**src/rtl/serial_word_deserializer_pkg.sv**
```systemverilog
// Shared types for the stereo serial front end.
// Holds the deserializer state encoding and the sample word type.
package msdap_pkg;
   typedef enum logic {IDLE, SHIFT} deser_state_t;
   localparam int SAMPLE_W = 16;
   typedef logic [SAMPLE_W-1:0] sample_t;
endpackage

```
**src/rtl/serial_word_deserializer_if.sv**
```systemverilog
// Serial-in / parallel-out bundle for serial_word_deserializer.
// frame_err and err_count exist only with DESER_FRAME_ERR_EN.
interface serial_word_deserializer_if
   import msdap_pkg::*;
#(
   parameter int WIDTH = SAMPLE_W
);
   logic             enable;
   logic             Frame;
   logic             InputL;
   logic             InputR;
   logic [WIDTH-1:0] dataL;
   logic [WIDTH-1:0] dataR;
   logic             data_valid;
   logic             busy;
`ifdef DESER_FRAME_ERR_EN
   logic             frame_err;
   logic [7:0]       err_count;
`endif

   modport master (
      output enable, Frame, InputL, InputR,
`ifdef DESER_FRAME_ERR_EN
      input  frame_err, err_count,
`endif
      input  dataL, dataR, data_valid, busy
   );

   modport slave (
      input  enable, Frame, InputL, InputR,
`ifdef DESER_FRAME_ERR_EN
      output frame_err, err_count,
`endif
      output dataL, dataR, data_valid, busy
   );
endinterface

```
**src/rtl/serial_word_deserializer_shift_reg.sv**
```systemverilog
// Per-channel MSB-first shift register.
// load_msb restarts the word with din as its first bit.
module serial_shift_reg #(
   parameter int WIDTH = 16
) (
   input  logic             clk,
   input  logic             rst_n,
   input  logic             load_msb,
   input  logic             shift,
   input  logic             din,
   output logic [WIDTH-1:0] q
);
   always_ff @(posedge clk or negedge rst_n) begin
      if (!rst_n) begin
         q <= '0;
      end else if (load_msb) begin
         q <= {{(WIDTH-1){1'b0}}, din};
      end else if (shift) begin
         q <= {q[WIDTH-2:0], din};
      end
   end
endmodule

```
**src/rtl/serial_word_deserializer.sv**
```systemverilog
// Stereo serial-to-parallel word assembler framed by Frame.
// Optional macro DESER_FRAME_ERR_EN adds frame_err / err_count.
module serial_word_deserializer
   import msdap_pkg::*;
#(
   parameter  int WIDTH = SAMPLE_W,
   localparam int CNT_W = $clog2(WIDTH)
) (
   input logic clk,
   input logic rst_n,
   serial_word_deserializer_if.slave bus
);
   deser_state_t     state, state_n;
   logic [CNT_W-1:0] cnt, cnt_n;
   logic             load;
   logic             shift;
   logic             done;
   logic             abort;
   logic [WIDTH-1:0] q_l;
   logic [WIDTH-1:0] q_r;
   logic             unused_msb;

   serial_shift_reg #(.WIDTH(WIDTH)) u_left (
      .clk      (clk),
      .rst_n    (rst_n),
      .load_msb (load),
      .shift    (shift),
      .din      (bus.InputL),
      .q        (q_l)
   );

   serial_shift_reg #(.WIDTH(WIDTH)) u_right (
      .clk      (clk),
      .rst_n    (rst_n),
      .load_msb (load),
      .shift    (shift),
      .din      (bus.InputR),
      .q        (q_r)
   );

   // the final bit bypasses the registers straight into dataL/dataR
   assign unused_msb = q_l[WIDTH-1] ^ q_r[WIDTH-1];

   always_comb begin
      state_n = state;
      cnt_n   = cnt;
      load    = 1'b0;
      shift   = 1'b0;
      done    = 1'b0;
      abort   = 1'b0;
      unique case (state)
         IDLE: begin
            if (bus.enable && bus.Frame) begin
               load    = 1'b1;
               cnt_n   = CNT_W'(1);
               state_n = SHIFT;
            end
         end
         SHIFT: begin
            if (!bus.enable) begin
               abort   = 1'b1;
               cnt_n   = '0;
               state_n = IDLE;
            end else if (bus.Frame) begin
               abort   = 1'b1;
               load    = 1'b1;
               cnt_n   = CNT_W'(1);
            end else if (cnt == CNT_W'(WIDTH-1)) begin
               done    = 1'b1;
               cnt_n   = '0;
               state_n = IDLE;
            end else begin
               shift   = 1'b1;
               cnt_n   = cnt + 1'b1;
            end
         end
         default: begin
            state_n = IDLE;
            cnt_n   = '0;
         end
      endcase
   end

   always_ff @(posedge clk or negedge rst_n) begin
      if (!rst_n) begin
         state          <= IDLE;
         cnt            <= '0;
         bus.busy       <= 1'b0;
         bus.data_valid <= 1'b0;
         bus.dataL      <= '0;
         bus.dataR      <= '0;
      end else begin
         state          <= state_n;
         cnt            <= cnt_n;
         bus.busy       <= (state_n == SHIFT);
         bus.data_valid <= done;
         if (done) begin
            bus.dataL <= {q_l[WIDTH-2:0], bus.InputL};
            bus.dataR <= {q_r[WIDTH-2:0], bus.InputR};
         end
      end
   end

`ifdef DESER_FRAME_ERR_EN
   always_ff @(posedge clk or negedge rst_n) begin
      if (!rst_n) begin
         bus.frame_err <= 1'b0;
         bus.err_count <= '0;
      end else begin
         bus.frame_err <= abort;
         if (abort && bus.err_count != 8'hFF) begin
            bus.err_count <= bus.err_count + 8'd1;
         end
      end
   end
`endif
endmodule

```
**src/flat_wrapper.sv**
```systemverilog
// flat-port wrapper written by rule: the top's interface ports become plain ports
module serial_word_deserializer_flat import msdap_pkg::*;
#(
   parameter  int WIDTH = SAMPLE_W,
   localparam int CNT_W = $clog2(WIDTH)
)
  (clk, rst_n, bus_enable, bus_Frame, bus_InputL, bus_InputR, bus_dataL, bus_dataR, bus_data_valid, bus_busy);
  serial_word_deserializer_if #(.WIDTH(WIDTH)) bus_i ();
  input logic clk;
  input logic rst_n;
  input wire logic [$bits(bus_i.enable)-1:0] bus_enable;
  input wire logic [$bits(bus_i.Frame)-1:0] bus_Frame;
  input wire logic [$bits(bus_i.InputL)-1:0] bus_InputL;
  input wire logic [$bits(bus_i.InputR)-1:0] bus_InputR;
  output wire logic [$bits(bus_i.dataL)-1:0] bus_dataL;
  output wire logic [$bits(bus_i.dataR)-1:0] bus_dataR;
  output wire logic [$bits(bus_i.data_valid)-1:0] bus_data_valid;
  output wire logic [$bits(bus_i.busy)-1:0] bus_busy;
  assign bus_i.enable = bus_enable;
  assign bus_i.Frame = bus_Frame;
  assign bus_i.InputL = bus_InputL;
  assign bus_i.InputR = bus_InputR;
  assign bus_dataL = bus_i.dataL;
  assign bus_dataR = bus_i.dataR;
  assign bus_data_valid = bus_i.data_valid;
  assign bus_busy = bus_i.busy;
  serial_word_deserializer #(.WIDTH(WIDTH)) u_core (.clk(clk), .rst_n(rst_n), .bus(bus_i));
endmodule
```
**config.mk**
```make
export PLATFORM = sky130hd
export DESIGN_NAME = serial_word_deserializer_flat
export DESIGN_NICKNAME = d
export VERILOG_FILES = /design/src/rtl/serial_word_deserializer_pkg.sv /design/src/rtl/serial_word_deserializer_if.sv /design/src/rtl/serial_word_deserializer_shift_reg.sv /design/src/rtl/serial_word_deserializer.sv /design/src/flat_wrapper.sv
export SDC_FILE = /design/constraint.sdc
export NUM_CORES = 1
export LEC_CHECK = 0
export CELL_PAD_IN_SITES_DETAIL_PLACEMENT = 2
export CELL_PAD_IN_SITES_GLOBAL_PLACEMENT = 2
export CORE_UTILIZATION = 25
export CTS_CLUSTER_DIAMETER = 30
export DETAILED_ROUTE_END_ITERATION = 12
export PLACE_DENSITY_LB_ADDON = 0.1
export SETUP_SLACK_MARGIN = 0.2
export SLEW_MARGIN = 40
export SYNTH_ARGS = -nofsm -noshare
export SYNTH_HDL_FRONTEND = slang
export SYNTH_SLANG_ARGS = --single-unit
```
**constraint.sdc**
```tcl
create_clock -name clk -period 2.3 [get_ports clk]
set_input_delay 0.575 -clock clk [delete_from_list [all_inputs] [get_ports clk]]
set_output_delay 0.575 -clock clk [all_outputs]
set_load 0.005 [all_outputs]
```
==> results of run 1 <==
through the flow:
step	cell area [um^2]	power (W)	instances	util, %	hold slack (ns)
after floorplan	2709	0.001318	199	-	0.2794
after global placement	3337	0.001394	374	32.04	0.4710
after detailed placement	3337	0.001397	374	32.04	0.4737
after CTS	3517	0.002325	390	33.77	0.2554
after global routing	3517	0.002386	390	33.77	0.2735
final	3517	0.002275	390	33.77	0.2363
report_power, final:
| group | leakage (nW) | internal, W | switching [W] | total, W |
|---|---|---|---|---|
| clock network | 0.0896 | 0.000452 | 0.000455 | 0.000907 |
| registers | 0.939 | 0.00122 | 0.0000211 | 0.00124 |
| logic | 0.618 | 0.0000542 | 0.0000773 | 0.000132 |
metal layers:
layer  wire (um)  global-route usage [%]
met1        2825                   15.89
met4         154                   7.440
met2        2814                   18.35
met3         128                   2.085
met5           0                       0
logic make-up after synthesis:
kind of cell             Yosys count  synth area share, %
buffers and inverters             13                2.541
AO/OA/AOI/OAI                      9                2.217
adder cells (fa/ha/maj)            1               0.4618
flip-flops                        68                62.82
multiplexers                      62                24.48
AND/OR/NAND/NOR                   46                7.483
cell type report:
| type | count | area [um^2] | area share [%] |
|---|---|---|---|
| Clock inverter | 3 | 21.27 | 0.6048 |
| Clock buffer | 13 | 158.9 | 4.518 |
| Tap cell | 136 | 170.2 | 4.838 |
| Timing Repair Buffer | 50 | 505.5 | 14.37 |
| Sequential cell | 68 | 1702 | 48.38 |
| Multi-Input combinational cell | 118 | 952.2 | 27.07 |
| Inverter | 2 | 7.507 | 0.2134 |
layout by cell type (no fill, tap or decap), drive strengths merged, types with 3 or more instances in the layout:
cell,Yosys,final
mux2,34,34
buf,8,12
nand3,3,3
clkdlybuf4s50,0,38
nand2,35,35
dfrtp,68,68
clkbuf,3,13
mux2i,28,28
o21ai,3,3
worst max-delay path by stage:
| stage | cells past startpoint | startpoint | end |
|---|---|---|---|
| final | 1 | u_core.bus.busy$_DFF_PN0_ | bus_busy |
| after CTS | 1 | u_core.bus.busy$_DFF_PN0_ | bus_busy |
| after detailed placement | 4 | bus_Frame | u_core.bus.dataR[0]$_DFFE_PN0P_ |
| after floorplan | 5 | bus_enable | u_core.bus.dataL[10]$_DFFE_PN0P_ |
| after global placement | 4 | bus_Frame | u_core.bus.dataL[9]$_DFFE_PN0P_ |
| after global routing | 1 | u_core.bus.busy$_DFF_PN0_ | bus_busy |
state kept, by name, indices dropped and copies added (netlist names):
register and flops:
u_core.bus.dataL 16, u_core.bus.dataR 16, u_core.u_left.q 15, u_core.u_right.q 15, u_core.cnt 4, u_core.bus.busy 1, u_core.bus.data_valid 1
==> flow_metrics.env, run 1 <==
export IMPL_status="completed"
export IMPL_antenna_left=0
export IMPL_netlist_top_cells_count="sky130_fd_sc_hd__dfrtp_1, sky130_fd_sc_hd__nand2_1, sky130_fd_sc_hd__mux2_1, sky130_fd_sc_hd__mux2i_1"
export IMPL_synth_top_flop_cell="sky130_fd_sc_hd__dfrtp_1"
export IMPL_worst_setup_hold_path_clk_slew_ns=0.08
export IMPL_antenna_cells_inserted=0
export IMPL_hold_viol_final=0
export IMPL_path_buf_inv=1
export IMPL_cpMaxStageDelayCell="sky130_fd_sc_hd__clkdlybuf4s50_1"
export IMPL_cp_slowest_stage_delay_ns=0.56
export IMPL_clock_insertion_delay_worst_skew_ns=0.34
export IMPL_period_share_pct=87.35
export IMPL_worst_r2r_setup_slack_ns=0.40
export IMPL_p_per_area_nw_per_um2=646.9
export IMPL_netlist_instances=199
export IMPL_place_worst_setup_slack_ns=0.1340
export IMPL_regToRegStartpoint="u_core.cnt[0]$_DFFE_PN0P_"
export IMPL_clock_path_buffers=2
export IMPL_cp_cell_sequence="clkdlybuf4s50_1"
export IMPL_sum_of_net_half_perimeters_after_detailed_placement_um=3952
export IMPL_syn_cell_area_um2=2709
export IMPL_drt_pass1_iter_count=4
export IMPL_slew_headroom_pct=74.72
export IMPL_final_min_clock_period_ns=2.009
export IMPL_worst_r2r_path_depth=5
export IMPL_synth_yosys_warnings=0
export IMPL_antenna_violations_before_repair=0
export IMPL_synthesis_nets=206
export IMPL_place_congestion=0.6976
export IMPL_floorplan_die_width_um=106.1
export IMPL_fin_worst_skew_ns=0.008474
export IMPL_synth_most_common_cell="sky130_fd_sc_hd__dfrtp_1"
export IMPL_fp_row_count=37
export IMPL_yosys_register_bits=68
export IMPL_grt_pass1_vias=1956
export IMPL_yosysUniqueCellTypes=26
export IMPL_worst_vdd_drop_mv=0.3008
export IMPL_initial_drc_count=54
export IMPL_maxCapViolations=0
export IMPL_post_cts_setup_repair_bufs=0
export IMPL_timing_worst_slew_pin_value_ns=0.3792
export IMPL_postSynthAreaPerCell_um2=13.61
export IMPL_totalWireLength_um=5923
export IMPL_total_cts_buffers=9
export IMPL_timing_setup_tns_ns=0
export IMPL_floorplan_io_pins=40
export IMPL_rsz0062_at_grt="no"
export IMPL_die_area_um2=11260
export IMPL_chipHeight_um=106.1
export IMPL_cts_htree_levels=3
export IMPL_hold_class="in2async"
export IMPL_clockRootBuffer="sky130_fd_sc_hd__clkbuf_8"
export IMPL_static_leakage_power_nw=1.647
export IMPL_critical_path_top_delay_family="buffers and inverters"
export IMPL_wire_per_inst_um=15.19
export IMPL_layout_area_overhead_vs_synth_pct=29.84
export IMPL_route_detailed_drc=0
export IMPL_ys_seq_area_share_pct=62.82
export IMPL_layout_drive_gt1_share_pct=12.20
export IMPL_cts_tree="built"
export IMPL_main_area_contributors_after_synthesis="sky130_fd_sc_hd__dfrtp_1, sky130_fd_sc_hd__mux2_1, sky130_fd_sc_hd__mux2i_1"
export IMPL_overflow=0
export IMPL_critPathMaxFanout=10
export IMPL_synthArstFlopShare_pct=100.0
export IMPL_grt_resource_usage_total_pct=12.04
export IMPL_critPathKind="reg2out"
export IMPL_filler_cell_count=1109
export IMPL_placement_io_buffers=39
export IMPL_clock_sinks=68
export IMPL_worstReg2RegEnd="u_core.bus.dataR[0]$_DFFE_PN0P_"
export IMPL_grt_max_degree=69
export IMPL_vias_per_cell=4.405
export IMPL_cp_start_kind="register"
export IMPL_crit_path_end_kind="output port"
export IMPL_maxSlewViolCount=0
export IMPL_num_vias=1718
export IMPL_ctsHoldBuffers=0
export IMPL_maxClockFrequency_ghz=0.4978
export IMPL_yosysTopAreaCell="sky130_fd_sc_hd__dfrtp_1"
export IMPL_synth_largest_type_area_fraction_pct=62.82
export IMPL_critical_path_arrival_ns=1.43
export IMPL_timing_critical_path_required_ns=1.73
export IMPL_core_area_um2=10420
export IMPL_design_final_nets=256
export IMPL_initial_utilization_pct=26.01
export IMPL_synth_edf_count=0
export IMPL_postCtsResizedCells=0
export IMPL_final_setup_viol_count=0
export IMPL_post_route_worst_setup_slack_ns=0.2910
export IMPL_grt_pass1_wl_um=10300
(Power assumes the default switching activity.)
==> inputs of run 2 (changes only) <==
--- a/config.mk
+++ b/config.mk
@@ -10,6 +10,7 @@
 export CORE_UTILIZATION = 25
 export CTS_CLUSTER_DIAMETER = 30
 export DETAILED_ROUTE_END_ITERATION = 12
+export GPL_ROUTABILITY_DRIVEN = 0
 export PLACE_DENSITY_LB_ADDON = 0.1
 export SETUP_SLACK_MARGIN = 0.2
 export SLEW_MARGIN = 40
==> results of run 2 <==
Final layout, timing and power as in run 1 (identical DEF).
==> inputs of run 3 (changes only) <==
--- a/config.mk
+++ b/config.mk
@@ -8,7 +8,7 @@
 export CELL_PAD_IN_SITES_DETAIL_PLACEMENT = 2
 export CELL_PAD_IN_SITES_GLOBAL_PLACEMENT = 2
 export CORE_UTILIZATION = 25
-export CTS_CLUSTER_DIAMETER = 30
+export CTS_CLUSTER_DIAMETER = 60
 export DETAILED_ROUTE_END_ITERATION = 12
 export GPL_ROUTABILITY_DRIVEN = 0
 export PLACE_DENSITY_LB_ADDON = 0.1
==> results of run 3 <==
Final layout, timing and power as in run 1 (identical DEF).
